### src/rtl/color_space_pkg.sv
// Shared colour-space constants for the BT.601 studio-range converters.
// Coefficients are round(real * 2^MSIZE_DEF); both the forward and the
// inverse converter import this package.
package color_space_pkg;

  // Default fractional width of the fixed-point coefficients.
  localparam int MSIZE_DEF = 12;

  // YCbCr -> RGB coefficients at MSIZE_DEF fractional bits.
  localparam int KY  = 4768;  // 1.164
  localparam int KRV = 6537;  // 1.596
  localparam int KGU = 1606;  // 0.392
  localparam int KGV = 3330;  // 0.813
  localparam int KBU = 8262;  // 2.017

  // Studio-range luma black level: 16 at 8 bits, scaled with component width.
  function automatic int luma_off(input int dsize);
    return 1 << (dsize - 4);
  endfunction

  // Chroma zero point: mid-scale of the component range.
  function automatic int chroma_off(input int dsize);
    return 1 << (dsize - 1);
  endfunction

endpackage

### src/rtl/csc_sat_round.sv
// Output stage helper: optional round-half-up, arithmetic shift by MSIZE,
// then clamp into the unsigned DSIZE-bit range. Purely combinational; the
// caller registers the result.
// Build option: define COLOR_SPACE_INV_ROUND_EN to add 2^(MSIZE-1) before
// the shift; otherwise the shift truncates toward minus infinity.
module csc_sat_round
  #(
    parameter int DSIZE = 10,
    parameter int MSIZE = 12,
    parameter int IW    = 25
  )
  (
    input  logic signed [IW-1:0]    sum_i,
    output logic        [DSIZE-1:0] pix_o
  );

  localparam logic signed [IW-1:0] MAX_S = IW'((1 << DSIZE) - 1);

  logic signed [IW-1:0] biased;
  logic signed [IW-1:0] scaled;

`ifdef COLOR_SPACE_INV_ROUND_EN
  localparam logic signed [IW-1:0] HALF_S = IW'(1 << (MSIZE - 1));
  assign biased = sum_i + HALF_S;
`else
  assign biased = sum_i;
`endif

  assign scaled = biased >>> MSIZE;

  // Clamp negative results to black and overshoots to full scale.
  always_comb begin
    pix_o = '0;
    if (scaled[IW-1]) begin
      pix_o = '0;
    end else if (scaled > MAX_S) begin
      pix_o = '1;
    end else begin
      pix_o = scaled[DSIZE-1:0];
    end
  end

endmodule

### src/rtl/color_space_inv.sv
// Pipelined BT.601 studio-range YCbCr -> RGB converter, fixed 4-cycle latency.
// Build option: COLOR_SPACE_INV_ROUND_EN selects round-half-up in the output
// stage (see csc_sat_round); latency, clamping and oen are unaffected.
//
// Pixel qualifier: ien marks a valid input pixel on the clock edge where it
// is sampled; oen is ien delayed by exactly 4 clocks and marks the matching
// output pixel. There is no ready/back-pressure: one pixel may arrive every
// clock and the consumer must take every pixel flagged by oen. Data
// registers advance every clock; outputs are only meaningful when oen=1.
module color_space_inv
  import color_space_pkg::*;
  #(
    parameter int DSIZE = 10,
    parameter int MSIZE = MSIZE_DEF
  )
  (
    input  logic             clock,
    input  logic             rst_n,
    input  logic [DSIZE-1:0] inY,
    input  logic [DSIZE-1:0] inCb,
    input  logic [DSIZE-1:0] inCr,
    input  logic             ien,
    output logic [DSIZE-1:0] outR,
    output logic [DSIZE-1:0] outG,
    output logic [DSIZE-1:0] outB,
    output logic             oen
  );

  // Difference width (one sign bit over the component) and product/sum width.
  localparam int DW = DSIZE + 1;
  localparam int PW = DSIZE + MSIZE + 3;

  localparam logic signed [DW-1:0] LUMA_OFF_S   = DW'(luma_off(DSIZE));
  localparam logic signed [DW-1:0] CHROMA_OFF_S = DW'(chroma_off(DSIZE));

  localparam logic signed [PW-1:0] KY_S  = PW'(KY);
  localparam logic signed [PW-1:0] KRV_S = PW'(KRV);
  localparam logic signed [PW-1:0] KGU_S = PW'(KGU);
  localparam logic signed [PW-1:0] KGV_S = PW'(KGV);
  localparam logic signed [PW-1:0] KBU_S = PW'(KBU);

  // Stage 1: offset-removed components
  logic signed [DW-1:0] dy_d,  dy_q;
  logic signed [DW-1:0] dcb_d, dcb_q;
  logic signed [DW-1:0] dcr_d, dcr_q;

  // Stage 2: coefficient products
  logic signed [PW-1:0] dy_ext, dcb_ext, dcr_ext;
  logic signed [PW-1:0] p_ky_d,  p_ky_q;
  logic signed [PW-1:0] p_krv_d, p_krv_q;
  logic signed [PW-1:0] p_kgu_d, p_kgu_q;
  logic signed [PW-1:0] p_kgv_d, p_kgv_q;
  logic signed [PW-1:0] p_kbu_d, p_kbu_q;

  // Stage 3: per-channel sums
  logic signed [PW-1:0] s_r_d, s_r_q;
  logic signed [PW-1:0] s_g_d, s_g_q;
  logic signed [PW-1:0] s_b_d, s_b_q;

  // Stage 4: scaled and clamped outputs
  logic [DSIZE-1:0] r_d, r_q;
  logic [DSIZE-1:0] g_d, g_q;
  logic [DSIZE-1:0] b_d, b_q;

  // Valid shift register, bit 3 is the output qualifier
  logic [3:0] en_d, en_q;

  // Stage 1: subtract studio-range offsets from zero-extended inputs.
  always_comb begin
    dy_d  = $signed({1'b0, inY})  - LUMA_OFF_S;
    dcb_d = $signed({1'b0, inCb}) - CHROMA_OFF_S;
    dcr_d = $signed({1'b0, inCr}) - CHROMA_OFF_S;
  end

  // Stage 2: sign-extend differences to product width and multiply.
  always_comb begin
    dy_ext  = {{(PW-DW){dy_q[DW-1]}},  dy_q};
    dcb_ext = {{(PW-DW){dcb_q[DW-1]}}, dcb_q};
    dcr_ext = {{(PW-DW){dcr_q[DW-1]}}, dcr_q};
    p_ky_d  = KY_S  * dy_ext;
    p_krv_d = KRV_S * dcr_ext;
    p_kgu_d = KGU_S * dcb_ext;
    p_kgv_d = KGV_S * dcr_ext;
    p_kbu_d = KBU_S * dcb_ext;
  end

  // Stage 3: combine products; PW leaves headroom so no sum can overflow.
  always_comb begin
    s_r_d = p_ky_q + p_krv_q;
    s_g_d = p_ky_q - p_kgu_q - p_kgv_q;
    s_b_d = p_ky_q + p_kbu_q;
  end

  // Stage 4: one scale/clamp unit per channel.
  csc_sat_round #(.DSIZE(DSIZE), .MSIZE(MSIZE), .IW(PW)) u_sat_r (
    .sum_i (s_r_q),
    .pix_o (r_d)
  );

  csc_sat_round #(.DSIZE(DSIZE), .MSIZE(MSIZE), .IW(PW)) u_sat_g (
    .sum_i (s_g_q),
    .pix_o (g_d)
  );

  csc_sat_round #(.DSIZE(DSIZE), .MSIZE(MSIZE), .IW(PW)) u_sat_b (
    .sum_i (s_b_q),
    .pix_o (b_d)
  );

  // Valid qualifier travels alongside the data, one bit per stage.
  always_comb begin
    en_d = {en_q[2:0], ien};
  end

  // Pipeline registers; reset discards everything in flight.
  always_ff @(posedge clock or negedge rst_n) begin
    if (!rst_n) begin
      dy_q    <= '0;
      dcb_q   <= '0;
      dcr_q   <= '0;
      p_ky_q  <= '0;
      p_krv_q <= '0;
      p_kgu_q <= '0;
      p_kgv_q <= '0;
      p_kbu_q <= '0;
      s_r_q   <= '0;
      s_g_q   <= '0;
      s_b_q   <= '0;
      r_q     <= '0;
      g_q     <= '0;
      b_q     <= '0;
      en_q    <= '0;
    end else begin
      dy_q    <= dy_d;
      dcb_q   <= dcb_d;
      dcr_q   <= dcr_d;
      p_ky_q  <= p_ky_d;
      p_krv_q <= p_krv_d;
      p_kgu_q <= p_kgu_d;
      p_kgv_q <= p_kgv_d;
      p_kbu_q <= p_kbu_d;
      s_r_q   <= s_r_d;
      s_g_q   <= s_g_d;
      s_b_q   <= s_b_d;
      r_q     <= r_d;
      g_q     <= g_d;
      b_q     <= b_d;
      en_q    <= en_d;
    end
  end

  assign outR = r_q;
  assign outG = g_q;
  assign outB = b_q;
  assign oen  = en_q[3];

endmodule
### config.mk
export PLATFORM = sky130hd
export DESIGN_NAME = color_space_inv
export DESIGN_NICKNAME = d
export VERILOG_FILES = /design/src/rtl/color_space_pkg.sv /design/src/rtl/csc_sat_round.sv /design/src/rtl/color_space_inv.sv
export SDC_FILE = /design/constraint.sdc
export NUM_CORES = 1
export LEC_CHECK = 0
export CAP_MARGIN = 20
export CORE_UTILIZATION = 51
export CTS_CLUSTER_DIAMETER = 120
export DETAILED_ROUTE_END_ITERATION = 10
export HOLD_SLACK_MARGIN = 0.02
export PLACE_DENSITY = 0.71
export SYNTH_ARGS = -nofsm -noshare
export SYNTH_HDL_FRONTEND = slang
export SYNTH_SLANG_ARGS = --single-unit
### constraint.sdc
create_clock -name clock -period 4 [get_ports clock]
set_input_delay 0.6 -clock clock [delete_from_list [all_inputs] [get_ports clock]]
set_output_delay 0.6 -clock clock [all_outputs]
set_load 0.02 [all_outputs]
# After elaboration in Yosys (flattened, before gate mapping)
# Cells that the tools add are included.
# W data, S select, Z words.
# totals
reg_bits,259
output_inout_bits,31
input_bits,33
# op_classes
order_cmp,3
n_mux,6
addsub,7
multipliers,5
# ops
operator,n
$mux W10,6
$add A25 B25 Y25,2
$sub A25 B25 Y25,2
$gt A13 B11 Y1 const B,3
$mul A14 B11 Y25 const A,1
$mul A14 B11 Y24 const A,1
$mul A12 B11 Y23 const A,1
$mul A11 B11 Y22 const A,1
$sub A10 B10 Y11 const B,2
$mul A9 B11 Y20 const A,1
$sub A10 B7 Y11 const B,1

# Longest topological paths before layout
# Gate-level depths: netlist (run 1).
# depth
depth_word,3
mapped_depth,17

# Cells and area by module
# A second synthesis (run 1) with hierarchy kept.
# unflattened
hier_cells,1701
hier_area_um2,18084.8
# modules_own_cells
module,seq_area_each_um2,n_inst,area_each_um2,cells_per_inst
color_space_inv,6030.8,1,17589.4,1632
csc_sat_round,0.0,3,165.2,23

# Worst setup path before layout (run 1)
# No wires, ideal clock.
# synth_path
path_kind,flip-flop to flip-flop
from,register dcr_q[9]
to,register p_krv_q[23]
stages_incl_launch_ff,18
path_slack_ns,-0.264
t_arrival_ns,4.133
required_time_ns,3.869
path_buffers,0
path_cell_list,dfrtp_1 inv_1 ha_1 inv_1 ha_1 inv_1 fa_1 fa_1 inv_1 ha_1 ha_1 a21o_1 a21o_1 o221ai_1 a21oi_1 nor2_1 o21ai_0 xor2_1
# synth_via
elab_chain_cells,1
# synth_lines
element,line_no,rtl
from (decl),color_space_inv.sv:45,"logic signed [DW-1:0] dcr_d, dcr_q;"
from (signal assigned),color_space_inv.sv:136,dcr_q <= dcr_d;
$mul A14 B11 Y25,color_space_inv.sv:81,p_krv_d = KRV_S * dcr_ext;
net p_krv_d[23],color_space_inv.sv:50,"logic signed [PW-1:0] p_krv_d, p_krv_q;"
to (signal assigned),color_space_inv.sv:138,p_krv_q <= p_krv_d;
to (decl),color_space_inv.sv:50,
# The timed path passes the listed nets, and every way through them passes these cells.

# Worst setup path after layout (run 1)
# layout_path
from,register dcr_q[3]
to,register p_krv_q[24]
# The elaborated chain is that of the path after synthesis.

==> results of run 1 <==
worst reg2reg max path, cell delays in order, from the launching register on:
cell	delay, ns
dfrtp_1	0.38
inv_2	0.06
ha_4	0.28
inv_4	0.04
fa_1	0.49
inv_1	0.05
fa_1	0.47
inv_1	0.05
fa_1	0.48
ha_4	0.30
ha_4	0.19
a21o_1	0.18
a21oi_2	0.16
nand2b_4	0.15
a21oi_4	0.05
or3b_1	0.36
o221ai_2	0.15
xnor2_1	0.14
flip-flops by register name, indices dropped and copies added, names as in the netlist:
| signal | count |
|---|---|
| dcb_q | 10 |
| p_krv_q | 23 |
| p_kbu_q | 24 |
| en_q | 4 |
| outB | 10 |
| p_ky_q | 20 |
| dy_q | 11 |
| outR | 10 |
| s_g_q | 13 |
| p_kgv_q | 20 |
| s_b_q | 13 |
| p_kgu_q | 14 |
| dcr_q | 10 |
| s_r_q | 13 |
| outG | 10 |
repair_timing:
item                       4_1_cts  5_1_grt
buffers inserted                 2       11
pin swaps                       15       52
setup endpoints to repair       15       28
hold endpoints to repair         0        0
resized for setup               25       94
cells in the mapped netlist (8+ instances only):
cell	instances
ha_1	333
inv_1	261
dfrtp_1	205
nor2_1	111
fa_1	93
xnor2_1	80
a21oi_1	79
nand2_1	43
xor2_1	35
o21ai_0	34
a21o_1	29
nor3_1	26
nand3_1	20
o21a_1	13
nand2b_1	12
nand4_1	11
nor2b_1	11
o21bai_1	11
o21ai_1	10
a31oi_1	8
how the worst max path moves through the flow:
| stage | to | start | slack [ns] | depth (start not counted) |
|---|---|---|---|---|
| 2_1_floorplan | p_krv_q[23] | dcr_q[9] | -0.01 | 17 |
| 3_3_place_gp | p_kgu_q[19] | dcb_q[9] | -0.05 | 16 |
| 3_5_place_dp | p_kgu_q[21] | dcb_q[9] | -0.18 | 15 |
| 4_1_cts | p_krv_q[24] | dcr_q[3] | -0.05 | 17 |
| 5_1_grt | p_krv_q[24] | dcr_q[3] | -0.21 | 17 |
| 6_report | p_krv_q[24] | dcr_q[3] | -0.06 | 17 |
report_power, final:
| part | switching, W | leakage (nW) | internal (W) |
|---|---|---|---|
| combinational | 0.00536 | 7.06 | 0.00448 |
| sequential | 0.000459 | 2.40 | 0.00293 |
| clock | 0.000881 | 0.361 | 0.00117 |
| total | 0.00670 | 9.82 | 0.00857 |
metal layers:
layer / global-route usage / vias up / routed length [um]
met5: 0 / - / 0
met4: 0.0694 / 0 / 1140
met3: 0.0303 / 71 / 1590
met2: 0.354 / 257 / 16500
met1: 0.298 / 5590 / 15800
li1: - / 5569 / -
layout make-up:
class | instances | area, um2
Clock buffer | 30 | 652
Clock inverter | 11 | 92.6
Fill cell | 2497 | 11900
Inverter | 261 | 982
Multi-Input combinational cell | 1079 | 10900
Sequential cell | 205 | 5140
Tap cell | 402 | 503
Timing Repair Buffer | 150 | 1340
metrics by stage:
stage / instance area [um2] / instances / power, W / setup slack, ns / TNS [ns]
5_1_grt: 19600 / 2138 / 0.0166 / -0.212 / -1.36
3_5_place_dp: 18100 / 2084 / 0.0124 / -0.176 / -0.892
6_report: 19600 / 2138 / 0.0153 / -0.0585 / -0.0918
4_1_cts: 19000 / 2127 / 0.0147 / -0.0499 / -0.0499
3_3_place_gp: 18100 / 2084 / 0.0122 / -0.0488 / -0.132
2_1_floorplan: 16400 / 1556 / 0.00983 / -0.0113 / -0.0113
cells by family (layout without fill, tap and decap cells):
| family | count (synthesis) | after routing | synth area share |
|---|---|---|---|
| adder cells (fa/ha/maj) | 426 | 426 | 0.370 |
| AND/OR/NAND/NOR | 281 | 281 | 0.0828 |
| buffers and inverters | 272 | 452 | 0.0628 |
| AO/OA/AOI/OAI | 255 | 255 | 0.106 |
| flip-flops | 205 | 205 | 0.315 |
| XOR/XNOR | 115 | 115 | 0.0619 |
| multiplexers | 2 | 2 | 0.00123 |
placed cells by master, fill, tap and decap left out, types with 5 or more instances in the layout:
| master | n |
|---|---|
| ha_1 | 298 |
| inv_1 | 255 |
| dfrtp_1 | 196 |
| nor2_1 | 108 |
| fa_1 | 90 |
| xnor2_1 | 79 |
| buf_4 | 79 |
| a21oi_1 | 68 |
| clkdlybuf4s50_1 | 62 |
| nand2_1 | 41 |
| xor2_1 | 34 |
| o21ai_0 | 30 |
| a21o_1 | 29 |
| ha_4 | 28 |
| clkbuf_16 | 23 |
| nor3_1 | 22 |
| nand3_1 | 20 |
| o21a_1 | 13 |
| nor2b_1 | 11 |
| nand4_1 | 11 |
| o21bai_1 | 11 |
| nand2b_1 | 10 |
| a21oi_2 | 9 |
| dfrtp_2 | 9 |
| o21ai_2 | 7 |
| ha_2 | 7 |
| or3_1 | 6 |
| or2_2 | 6 |
| a31oi_1 | 6 |
| o21ai_1 | 6 |
| clkbuf_8 | 6 |
| and2_1 | 5 |
| inv_2 | 5 |
| a211oi_1 | 5 |
| buf_6 | 5 |
==> summary.txt, run 1 <==
CTS
  • Clock latency on the worst-skew pair: ~0.53 ns
  • CTS buffer count: 23
  • Clock-pin slew on the worst setup and hold paths: about 0.060 ns
  • CTS sink count: just over 200
  • CTS tree: done
  • Hold_buf cts: 0
  • Clk Tree Root Cell: clkbuf_16
  • CTS max path bufs: 3
  • H-tree depth: 1

Pwr
  • Leak: slightly below 10 nW
  • Worst VDD drop: around 0.47 mV
  • Power density over cell area: 780 nW/um2

Timing
  • RSZ-0062 raised after global routing: true
  • Peak Freq: roughly 250 MHz
  • Worst setup margin: -0.0585 ns
  • WHS: between 0.05 and 0.06 ns
  • Max_slew headroom: 0.573
  • Slew @ Worst Pin: 0.640 ns
  • Count of final setup violators: 3
  • Final Slew Violations: 0
  • Period utilisation layout: 1.01
  • Clock period minus worst slack: between 4 and 5 ns
  • Layout Skew: approximately 0.011 ns
  • Final-report hold violation count: 0

Logic synthesis
  • Share of the synthesized area in the top cell type: 0.315
  • #FFs+latches synth: slightly above 200
  • Register area share after synthesis: 0.315
  • Syn Std Cell Area: roughly 16000 um2
  • Syn avg cell area: approximately 10 um2
  • Number of synthesized flops with an enable pin: 0
  • Synth area leaders: dfrtp_1 32%, ha_1 26%, fa_1 11%
  • Ys Warns: 0
  • Post-synth cell types: approximately 70
  • Synth Flop Type: dfrtp_1
  • Asr flop ratio synth: 1.00
  • Syn_nets: around 2.0k
  • Post-synth top area cell: dfrtp_1
  • Syn Inst Count: between 1.5k and 2k

Critical path
  • Delay-heaviest family, CP: adder cells
  • Startpoint Class: register
  • Cell breakdown of the critical path: inv_2 > ha_4 > inv_4 > fa_1 > inv_1 > fa_1 > inv_1 > fa_1 > ha_4 > ha_4 > a21o_1 > a21oi_2 > nand2b_4 > a21oi_4 > or3b_1 > o221ai_2 > xnor2_1
  • CP endpoint kind: register
  • Worst EP required: ~4.5 ns
  • R2R Path End: p_krv_q[24]
  • CP max stage delay: between 0.4 and 0.5 ns
  • Reg2Reg Setup Slack: -0.06 ns
  • Reg2reg path depth: 17
  • CP max FO: 3
  • Slowest-stage cell, CP: fa_1
  • RR Startpoint: dcr_q[3]
  • Worst Path Arrival: ~4.5 ns
  • WS Path Type: reg2reg
  • CP bufs+invs: 4

Detailed routing
  • Vias/cell: ~5.4
  • DRT Pass-1 Iters: 5
  • Post-route ant nets: 0
  • Routed WL: 35000 um
  • Residual DRC count: 0
  • Wire per inst: roughly 16 um
  • Initial DRC Count: around 540
  • DR vias: between 10k and 15k

Outcome
  • Status: finished with violations
  • Failing checks: negative setup slack

Floorplanning
  • Ports: 64
  • Initial core utilization: 0.517
  • Width of the die: about 180 um
  • Core footprint: between 30000 and 40000 um2
  • DIE AREA: between 30000 and 40000 um2
  • Chip height: 181 um
  • Core Rows: 65

Run
  • Maxcap violations: 0

Global route
  • Vias in the first global route: 11.5k
  • Pin count of the biggest net entering global routing: 90
  • GR Util All Layers: 0.217
  • Initial antenna violation count: 0
  • First-pass GRT wire length: ~57000 um
  • Remaining global-route overflow: 0

Finish
  • Nets: between 2k and 2.5k
  • Fraction of layout cells with a size suffix above 1: 0.144
  • ANT cells: 0
  • Area growth, synth to finish: 20.3%
  • Fin util: 0.622

Placed design
  • Buffers added on ports: 63
  • Detail Placement HPWL: 28000 um
  • Routability cong.: roughly 0.91

Min path
  • Hold Crit Class: in2async
Power figures use the tool's default switching activity.
==> inputs of run 2 (changes only) <==
- CTS_BUF_LIST: default -> sky130_fd_sc_hd__clkbuf_16
- clock period: 4 -> 3.5 ns (I/O delays scaled with it)
==> summary.txt, run 2 (synthesis results as in run 1) <==
Critical path
  • Worst EP required: 3.90 ns
  • Reg2Reg Setup Slack: -0.60 ns
  • CP max FO: 3
  • CP endpoint kind: register
  • WS Path Type: reg2reg
  • Worst Path Arrival: roughly 4.5 ns
  • Startpoint Class: register

Min path
  • Hold Crit Class: in2async

Global route
  • GR Util All Layers: 0.244
  • First-pass GRT wire length: ~64000 um
  • Remaining global-route overflow: 0
  • Pin count of the biggest net entering global routing: about 90
  • Vias in the first global route: around 13k
  • Initial antenna violation count: 1

Timing
  • Final-report hold violation count: 0
  • Final Slew Violations: 0
  • Setup TNS: -9.89 ns
  • Worst setup margin: -0.605 ns
  • Slew @ Worst Pin: between 0.7 and 0.8 ns
  • Layout Skew: 0.0156 ns
  • Count of final setup violators: 38
  • Peak Freq: approximately 240 MHz
  • RSZ-0062 raised after global routing: true
  • Clock period minus worst slack: approximately 4.1 ns
  • Max_slew headroom: 0.484
  • Period utilisation layout: 1.17

CTS
  • Clock-pin slew on the worst setup and hold paths: 0.07 ns
  • H-tree depth: 1
  • Clock latency on the worst-skew pair: between 0.5 and 0.6 ns
  • CTS sink count: approximately 210
  • Clk Tree Root Cell: clkbuf_16
  • Hold_buf cts: 0
  • CTS tree: done
  • CTS buffer count: 24
  • CTS max path bufs: 3

Outcome
  • Status: finished with violations
  • Failing checks: negative setup slack

Placed design
  • Detail Placement HPWL: around 30000 um
  • Routability cong.: 0.909
  • Buffers added on ports: 63
  • Post-place setup slack: -0.612 ns
  • DP Area: approximately 19000 um2

Detailed routing
  • DR vias: approximately 12k
  • Wire per inst: approximately 18 um
  • DRT Pass-1 Iters: 6
  • Vias/cell: 5.36
  • Post-route ant nets: 0
  • Initial DRC Count: approximately 670
  • Residual DRC count: 0
  • Routed WL: between 40000 and 50000 um

Floorplanning
  • Width of the die: 181 um
  • DIE AREA: approximately 33000 um2
  • Ports: 64
  • Core Rows: 65
  • Initial core utilization: 0.517
  • Core footprint: about 31000 um2
  • Chip height: about 180 um

Pwr
  • P_int: approximately 0.011 W
  • Switch Pwr: between 0.008 and 0.009 W
  • Tot Pwr: about 0.019 W
  • Leak: approximately 11 nW
  • Worst VDD drop: approximately 0.63 mV
  • Sequential share of power: 0.203
  • Power density over cell area: between 800 and 900 nW/um2
  • Switching share of power: 0.434
  • Power share of the clock group: 0.129
  • Comb power frac: 0.669

Finish
  • Top reg by flops: p_kbu_q
  • Fin util: 0.692
  • Top flop regs: p_kbu_q (24), p_krv_q (23)
  • Most frequent cells in the layout: 248 x ha_1, 236 x inv_1, 215 x buf_4
  • Area growth, synth to finish: 33.8%
  • Fraction of layout cells with a size suffix above 1: 0.284
  • Post-route cell area: about 22000 um2
  • Commonest non-fill, non-tap cell in the layout: ha_1
  • ANT cells: 0
  • Nets: approximately 2.3k
  • Max FFs per register: 24

Run
  • Maxcap violations: 0
==> run 2: changes by cell type in the layout (fill, tap and decap cells not counted), sizes merged <==
cell / change
clkinv: +6
clkbuf: -5
bufinv: +2
clkinvlp: -1
buf: +152
==> run 2: power groups by stage <==
stage	clock [W]	sequential, W	combinational (W)
floorplan	0	0.00388	0.00765
global placement	0	0.00389	0.0108
detailed placement	0	0.00391	0.0111
CTS	0.00251	0.00388	0.0119
global route	0.00260	0.00396	0.0140
finish	0.00245	0.00388	0.0128
==> run 2: worst paths after layout <==
| check | startpoint | end | cells after the start |
|---|---|---|---|
| max | dcb_q[9] | p_kgu_q[21] | 16 |
| min | rst_n | en_q[3] | 1 |
| max reg2reg | dcb_q[9] | p_kgu_q[21] | 16 |
| min reg2reg | en_q[2] | en_q[3] | 0 |
| max in group asynchronous | rst_n | outR[6] | 2 |
| min in group clock | en_q[2] | en_q[3] | 0 |
==> run 2: per-stage QoR <==
step           instances  hold WS, ns
2_1_floorplan       1556        0.229
3_3_place_gp        2200        0.332
3_5_place_dp        2200        0.336
4_1_cts             2273       0.0822
5_1_grt             2292        0.103
6_report            2292       0.0313
==> run 2: layout make-up <==
| cell class | instances | area [um2] |
|---|---|---|
| clock buffers | 25 | 626 |
| clock inverters | 18 | 146 |
| fillers | 2147 | 9700 |
| inverters | 261 | 985 |
| multi-input cells | 1079 | 11800 |
| flip-flops and latches | 205 | 5150 |
| well taps | 402 | 503 |
| repair buffers | 302 | 2540 |
==> run 2: critical path: stages (launching register included) <==
cell      delay [ns]
dfrtp_2         0.44
ha_4            0.17
ha_4            0.14
or2_4           0.24
inv_2           0.06
fa_1            0.40
inv_1           0.08
fa_1            0.44
fa_2            0.58
ha_4            0.21
and4_1          0.16
a211oi_2        0.23
o21ai_2         0.14
o311ai_4        0.31
buf_4           0.17
a221oi_2        0.05
xor2_1          0.15
==> run 2: what timing repair did <==
action,CTS,global route
endpoints found under the setup margin,45,50
gates cloned,0,0
gates resized for setup,141,102
hold endpoints to repair,0,0
pin swaps,95,66
buffers inserted,32,24
==> run 2: per-layer routing <==
metal	global-route usage	vias up	routed length (um)
met4	0.0680	2	1250
met2	0.420	311	20500
met5	0	-	13
li1	-	5886	-
met3	0.0376	104	1880
met1	0.319	5976	17300
==> inputs of run 3 (changes only) <==
- CORE_ASPECT_RATIO: default -> 2
==> summary.txt, run 3 (synthesis results as in run 1) <==
Outcome
  • Status: finished with violations
  • Failing checks: negative setup slack

Detailed routing
  • Initial DRC Count: about 410
  • Post-route ant nets: 0
  • DRT Pass-1 Iters: 4
  • DR vias: between 10k and 15k
  • Wire per inst: roughly 19 um
  • Residual DRC count: 0
  • Routed WL: between 40000 and 50000 um
  • Vias/cell: roughly 5.4

Timing
  • Clock period minus worst slack: approximately 4.1 ns
  • Final Slew Violations: 0
  • Max_slew headroom: 0.513
  • Count of final setup violators: 36
  • RSZ-0062 raised after global routing: true
  • Worst setup margin: -0.554 ns
  • Peak Freq: between 200 and 250 MHz
  • Layout Skew: 0.0258 ns
  • Period utilisation layout: 1.16
  • Final-report hold violation count: 0
  • WHS: a little under 0.02 ns
  • Slew @ Worst Pin: between 0.7 and 0.8 ns

Critical path
  • CP bufs+invs: 3
  • Slowest-stage cell, CP: fa_2
  • Startpoint Class: register
  • Worst Path Arrival: 4.49 ns
  • Crit path top cell by count: ha_4
  • Cell breakdown of the critical path: inv_2 > ha_4 > ha_4 > or2_4 > inv_2 > fa_1 > inv_1 > fa_1 > fa_2 > ha_4 > and4_4 > a211oi_2 > o21ai_2 > o311ai_2 > nand2b_1 > a21oi_2 > xnor2_1
  • WS Path Type: reg2reg
  • CP max stage delay: between 0.5 and 0.6 ns
  • CP endpoint kind: register
  • CP max FO: 3
  • Worst EP required: around 4 ns
  • Delay-heaviest family, CP: adder cells

Floorplanning
  • Chip height: 255 um
  • DIE AREA: ~33000 um2
  • Ports: 64
  • Core footprint: between 30000 and 40000 um2
  • Core Rows: 92
  • Initial core utilization: 0.518
  • Width of the die: about 130 um

Pwr
  • Power density over cell area: about 870 nW/um2
  • Leak: around 11 nW
  • Worst VDD drop: ~0.54 mV

Finish
  • Max FFs per register: 24
  • Fraction of layout cells with a size suffix above 1: 0.274
  • Top reg by flops: p_kbu_q
  • Top flop regs: p_kbu_q (24), p_krv_q (23)
  • Nets: 2325
  • Post-Layout Cell Count: 2304
  • Fillers: approximately 2.2k
  • Commonest non-fill, non-tap cell in the layout: ha_1
  • Most frequent cells in the layout: 254 x ha_1, 235 x inv_1, 202 x buf_4
  • Post-route cell area: about 22000 um2
  • ANT cells: 0
  • Area growth, synth to finish: 33.5%

Global route
  • Vias in the first global route: 13.5k
  • Remaining global-route overflow: 0
  • First-pass GRT wire length: 66900 um
  • Pin count of the biggest net entering global routing: 84
  • Initial antenna violation count: 0
  • GR Util All Layers: 0.272

Placed design
  • Routability cong.: ~0.91
  • Buffers added on ports: between 60 and 70
  • Post-place setup slack: -0.628 ns
  • Detail Placement HPWL: about 34000 um
  • DP Area: between 15000 and 20000 um2
  • Placed insts: approximately 2.2k

CTS
  • CTS tree: done
  • CTS max path bufs: 3
  • Clock-pin slew on the worst setup and hold paths: about 0.06 ns
  • CTS buffer count: 21
  • Clk Tree Root Cell: clkbuf_16
  • H-tree depth: 1
  • Clock latency on the worst-skew pair: around 0.53 ns
  • CTS sink count: roughly 210

Run
  • Maxcap violations: 0

Min path
  • Hold Crit Class: in2async
[run 3: final cells by class]
type	count	area, um2	share of cell area
tap	423	529	0.0244
timing repair buffer	298	2580	0.119
clock buffer	21	526	0.0242
multi-input combinational	1079	11800	0.541
clock inverter	17	198	0.00910
inverter	261	985	0.0453
sequential	205	5140	0.237
[run 3: metal layers]
metal | vias to the layer above | wire, um | global-route usage
li1 | 5850 | - | -
met1 | 6101 | 13500 | 0.235
met2 | 296 | 24400 | 0.537
met3 | 185 | 1190 | 0.0269
met4 | 0 | 4510 | 0.236
met5 | - | 0 | 0
[run 3: path summary, 6_finish.rpt]
check	depth (start not counted)	slack (ns)	to	start
worst max-delay path	17	-0.55	p_kgu_q[19]	dcb_q[8]
worst min-delay path	1	0.02	p_kgv_q[21]	rst_n
worst max register to register	17	-0.55	p_kgu_q[19]	dcb_q[8]
worst min register to register	0	0.35	en_q[3]	en_q[2]
max in group asynchronous	2	2.62	dy_q[5]	rst_n
min in group clock	0	0.35	en_q[3]	en_q[2]
[run 3: repair_timing]
item	4_1_cts	5_1_grt
endpoints found under the setup margin	43	48
hold buffers	0	0
hold endpoints to repair	0	0
pin swaps	82	62
resized for setup	160	77
buffers inserted	26	21
[run 3: power by group]
part / total (W) / internal, W / switching [W] / leakage, nW
Combinational: 0.0126 / 0.00604 / 0.00658 / 7.94
Sequential: 0.00395 / 0.00334 / 0.000606 / 2.40
Clock: 0.00240 / 0.00140 / 0.00100 / 0.349
Total: 0.0190 / 0.0108 / 0.00819 / 10.7
[run 3: per-stage QoR]
stage / setup TNS (ns) / utilization / total power [W]
final: -10.29 / 0.691 / 0.0190
after global routing: -14.83 / 0.691 / 0.0203
after floorplan: -3.84 / - / 0.0115
after global placement: -9.51 / 0.616 / 0.0147
after CTS: -8.58 / 0.675 / 0.0184
after detailed placement: -11.61 / 0.616 / 0.0150
